**src/rtl/rtc_bus_arbiter.sv**
```systemverilog
// rtc_bus_arbiter: shares the RTC address/data bus between the init, write,
// crono and read machines. Exactly one grant is high at a time, init always
// runs first after reset, every release is followed by a turnaround gap, and
// a hung owner is evicted after TIMEOUT cycles.
module rtc_bus_arbiter #(
  parameter int TURN_CYCLES = 2,
  parameter int TIMEOUT     = 1023,
  parameter int CNT_W       = 10
) (
  input  logic       clk,
  input  logic       reset,
  input  logic       req_write,
  input  logic       req_crono,
  input  logic       req_read,
  input  logic       done_init,
  input  logic       done_write,
  input  logic       done_crono,
  input  logic       done_read,
  input  logic       clr_err,
  output logic       gnt_init,
  output logic       gnt_write,
  output logic       gnt_crono,
  output logic       gnt_read,
  output logic [1:0] owner,
  output logic       bus_busy,
  output logic       timeout_err
);

  typedef enum logic [1:0] {
    BOOT  = 2'd0,
    IDLE  = 2'd1,
    GRANT = 2'd2,
    TURN  = 2'd3
  } state_t;

  // Terminal counts: the counter starts at zero on entry to GRANT/TURN,
  // so the last cycle of each phase is count == length-1.
  localparam logic [CNT_W-1:0] CNT_TIMEOUT_LAST = CNT_W'(TIMEOUT - 1);
  localparam logic [CNT_W-1:0] CNT_TURN_LAST    = CNT_W'(TURN_CYCLES - 1);
  localparam logic [CNT_W-1:0] CNT_ONE          = CNT_W'(1);

  state_t           state_reg, state_next;
  logic [CNT_W-1:0] cnt_reg, cnt_next;
  logic [3:0]       gnt_reg, gnt_next;
  logic [1:0]       owner_reg, owner_next;
  logic             err_reg, err_next;

  logic [3:0]       done_vec;
  logic             owner_done;
  logic             set_err;

  // Bit index matches the owner encoding: 0 init, 1 write, 2 crono, 3 read.
  assign done_vec   = {done_read, done_crono, done_write, done_init};
  assign owner_done = done_vec[owner_reg];

  // State, counter, grants, owner and sticky error register.
  always_ff @(posedge clk or negedge reset) begin
    if (!reset) begin
      state_reg <= BOOT;
      cnt_reg   <= '0;
      gnt_reg   <= '0;
      owner_reg <= 2'd0;
      err_reg   <= 1'b0;
    end else begin
      state_reg <= state_next;
      cnt_reg   <= cnt_next;
      gnt_reg   <= gnt_next;
      owner_reg <= owner_next;
      err_reg   <= err_next;
    end
  end

  // Next-state logic: arbitration, hold/timeout and turnaround sequencing.
  always_comb begin
    state_next = state_reg;
    cnt_next   = cnt_reg;
    gnt_next   = gnt_reg;
    owner_next = owner_reg;
    set_err    = 1'b0;

    case (state_reg)
      BOOT: begin
        // Init is granted unconditionally on the first edge after reset.
        gnt_next   = 4'b0001;
        owner_next = 2'd0;
        cnt_next   = '0;
        state_next = GRANT;
      end

      IDLE: begin
        // Fixed priority write > crono > read; requests are levels only.
        cnt_next = '0;
        if (req_write) begin
          gnt_next   = 4'b0010;
          owner_next = 2'd1;
          state_next = GRANT;
        end else if (req_crono) begin
          gnt_next   = 4'b0100;
          owner_next = 2'd2;
          state_next = GRANT;
        end else if (req_read) begin
          gnt_next   = 4'b1000;
          owner_next = 2'd3;
          state_next = GRANT;
        end
      end

      GRANT: begin
        // Owner's done takes precedence over a timeout in the same cycle.
        if (owner_done) begin
          gnt_next   = '0;
          cnt_next   = '0;
          state_next = TURN;
        end else if (cnt_reg == CNT_TIMEOUT_LAST) begin
          gnt_next   = '0;
          cnt_next   = '0;
          set_err    = 1'b1;
          state_next = TURN;
        end else begin
          cnt_next = cnt_reg + CNT_ONE;
        end
      end

      TURN: begin
        gnt_next = '0;
        if (cnt_reg == CNT_TURN_LAST) begin
          cnt_next   = '0;
          state_next = IDLE;
        end else begin
          cnt_next = cnt_reg + CNT_ONE;
        end
      end

      default: begin
        gnt_next   = '0;
        cnt_next   = '0;
        state_next = BOOT;
      end
    endcase
  end

  // Sticky timeout flag: a new timeout beats a simultaneous clear.
  always_comb begin
    err_next = err_reg;
    if (set_err) begin
      err_next = 1'b1;
    end else if (clr_err) begin
      err_next = 1'b0;
    end
  end

  assign gnt_init    = gnt_reg[0];
  assign gnt_write   = gnt_reg[1];
  assign gnt_crono   = gnt_reg[2];
  assign gnt_read    = gnt_reg[3];
  assign owner       = owner_reg;
  assign bus_busy    = |gnt_reg;
  assign timeout_err = err_reg;

endmodule

```
**config.mk**
```make
export PLATFORM = sky130hd
export DESIGN_NAME = rtc_bus_arbiter
export DESIGN_NICKNAME = d
export VERILOG_FILES = /design/src/rtl/rtc_bus_arbiter.sv
export SDC_FILE = /design/constraint.sdc
export NUM_CORES = 1
export LEC_CHECK = 0
export BUFFER_PORTS_ARGS = -buffer_cell sky130_fd_sc_hd__buf_2
export CORE_MARGIN = 5
export CORE_UTILIZATION = 53
export DETAILED_ROUTE_END_ITERATION = 10
export PLACE_DENSITY = 0.76
export SLEW_MARGIN = 20
export SYNTH_ARGS = -nofsm -noshare
export SYNTH_HDL_FRONTEND = slang
export SYNTH_SLANG_ARGS = --single-unit
```
**constraint.sdc**
```tcl
create_clock -name clk -period 2.25 [get_ports clk]
set_clock_uncertainty 0.15 [all_clocks]
set_input_delay 0 -clock clk [delete_from_list [all_inputs] [get_ports clk]]
set_output_delay 0 -clock clk [all_outputs]
set_load 0.005 [all_outputs]
```
==> metrics <==
Routed Antenna Nets=0; CP cell instances=inv_1 -> ha_1 -> nand4_1 -> or3_1 -> a22oi_4 -> nor3_1; total track usage=about 16%; Max Cap Violations=0; vias per inst=roughly 5.4; Static Leakage=0.000533 µW; fraction of registers with async set or reset after synthesis=100%; share of layout cells above drive strength 1=21.6%; Final period util=between 80 and 90%; Num CTS Buffers=3; H-Tree Depth=1; nets=139; register area share after synthesis=between 40% and 50%; # diodes=0; post-cts sizing count=0; post-synthesis xor/xnor area fraction=6.95%; Area contributors post-synth=dfrtp_1 47%, xnor2_1 6.1%, nor3_1 5.5%; worst setup path start=cnt_reg[0]; Crit Path Class=reg -> reg; clk buf depth=2; grt met2 use=a little over a quarter; CTS tree=built; Hold-fix buffers, CTS=5; Fmax=0.523 GHz; Mapped Nets=115; via count=815; WP data required=roughly 2300 ps; worst-path fanout max=10; mux share of post-synthesis cell area=under 10%; DRC=0; Compound-Gate Fraction of Synth Area=11.5%; Main synth FF type=dfrtp_1; sw frac=39.3%; most common cell after layout, fill and taps aside=dfrtp_1; post-route minimum period=~1900 ps; IO Pins=18; Syn. warnings=0; outcome=complete, no violations; Yosys cell types=32; CTS Sinks=19; Clk network pwr share=15.5%; post-route setup slack=~340 ps; Post-Synth Adder-Cell Area=3.72%; Core Util, Final=67.2%; Sequential Power Share=a little under half; Worst Tran Pin Value=between 400 and 500 ps; startpoint types=flop; Post-CTS Setup Repair Bufs=0; placer's final routability congestion estimate=0.839; final wirelength=2.03 mm; sw power=432 µW; insertion delay to the later sink of the worst-skew pair=around 290 ps; pwr/cell area=927 nW/µm²; Non-Filler Instances=150; met1 usage=19.6%; aggregate global routing overflow=0; largest net degree at the start of global routing=20; Chip Height=53.6 µm; die width=53.6 µm; Post-Syn Instances=roughly 100; commonest cells after routing, fill and taps aside=19 x dfrtp_1, 17 x buf_2, 14 x nor2_1, 11 x nor3_1, 9 x inv_1; largest family of logic cells by synthesized area=simple AND/OR/NAND/NOR gates; HP Class=in -> async; Fin Hold WS=about 9.4 ps; router iterations before antenna repair=4; initial antenna violation count=0; detailed placer's ending HPWL=1.46 mm; CP Capture Type=flop; simple-gate portion of the synthesized area=23.4%; Initial Util=57.2%; Std-Cell Rows=15; Synth area leader=dfrtp_1; post-synth top area share=47.1%; global routing's busiest layer=met2; syn_area_per_cell=9.89 µm²; final hold viol count=0; RSZ-0062 raised after global routing=false; CTS Root Cell=clkbuf_4; 1st-iter DRT viols=16; Placed Cells=~140; die area=2880 µm²; slowest stage cell, crit path=dfrtp_1; r2r startpoint=cnt_reg[0]; worst slack, placed=roughly 360 ps; setup TNS=0 ps; Finish-stage setup viols=0; FF+latch count, synth=19; Comb pwr share=38.2%; wire length per cell=13.5 µm; Final Max Slew Viols=0; Worst path max stage delay=460 ps; Internal=~670 µW; routing usage on met3=between 3 and 4%; number of buffers added on ports=17; maximum VDD drop=0.635 mV; Syn Std Cell Area=1010 µm²; number of synthesized flops with an enable pin=0; vias in the first global route=787; Worst EP arrival=1930 ps; max reg flops=10; core area=approximately 1800 µm²; P&R area growth vs syn=17.5%; first-pass GRT wire length=3.28 mm; Slew headroom=72.8%; Clk pin slew, worst setup/hold paths=100 ps
[synthesized netlist by cell type (2+ instances only)]
| library cell | number |
|---|---|
| inv_1 | 9 |
| a21oi_1 | 2 |
| dfrtp_1 | 19 |
| ha_1 | 3 |
| o21ai_0 | 4 |
| nor3_1 | 11 |
| nand4_1 | 3 |
| nor2_1 | 14 |
| nand3_1 | 4 |
| or3b_1 | 2 |
| xnor2_1 | 7 |
| o2bb2ai_1 | 2 |
| nand2_1 | 2 |
| mux2_2 | 2 |
[power by group through the flow]
stage | logic, µW | clock network (µW) | registers, µW
2_1_floorplan | 326 | 0 | 486
3_3_place_gp | 406 | 0 | 511
3_5_place_dp | 413 | 0 | 515
4_1_cts | 422 | 173 | 507
5_1_grt | 465 | 187 | 520
6_report | 419 | 170 | 509
[critical path: cells and delay by family (launching register included)]
family	cells	cell delay [ps]
buf+inv	1	80
flops	1	460
fa+ha+maj	1	130
simple gates	3	610
compound gates	1	360
[cells by family (layout without fill, tap and decap cells)]
kind of cell,Yosys count,count (layout)
AND/OR/NAND/NOR,44,44
flip-flops,19,19
AO/OA/AOI/OAI,14,14
buffers and inverters,12,35
XOR/XNOR,8,8
adder cells (fa/ha/maj),3,3
multiplexers,2,2
[per-layer routing]
metal | wire length, µm | share of wire (%)
met5 | 0 | 0
met4 | 12 | 0.59
met3 | 111 | 5.5
met2 | 969 | 48
met1 | 939 | 46
[layout make-up]
| type | instances | area (µm²) |
|---|---|---|
| repair buffers | 22 | 135 |
| multi-input cells | 71 | 483 |
| inverters | 9 | 33.8 |
| flip-flops and latches | 19 | 475 |
| well taps | 25 | 31.3 |
| fillers | 163 | 579 |
| clock buffers | 4 | 26.3 |
[metrics by stage]
| step | instance area [µm²] | power (µW) |
|---|---|---|
| after detailed placement | 1110 | 928 |
| final | 1180 | 1100 |
| after floorplan | 1010 | 812 |
| after CTS | 1180 | 1100 |
| after global placement | 1110 | 916 |
| after global routing | 1180 | 1170 |
[final timing paths]
| kind | end | slack (ps) | depth (start not counted) |
|---|---|---|---|
| max in group asynchronous | timeout_err | 1660 | 2 |
| min reg2reg | gnt_reg[2] | 380 | 1 |
| min | cnt_reg[4] | 9 | 2 |
| min in group clk | timeout_err | 80 | 5 |
| max | cnt_reg[6] | 340 | 6 |
| max reg2reg | cnt_reg[6] | 340 | 6 |
No activity file was read; power rests on OpenSTA's default activity.
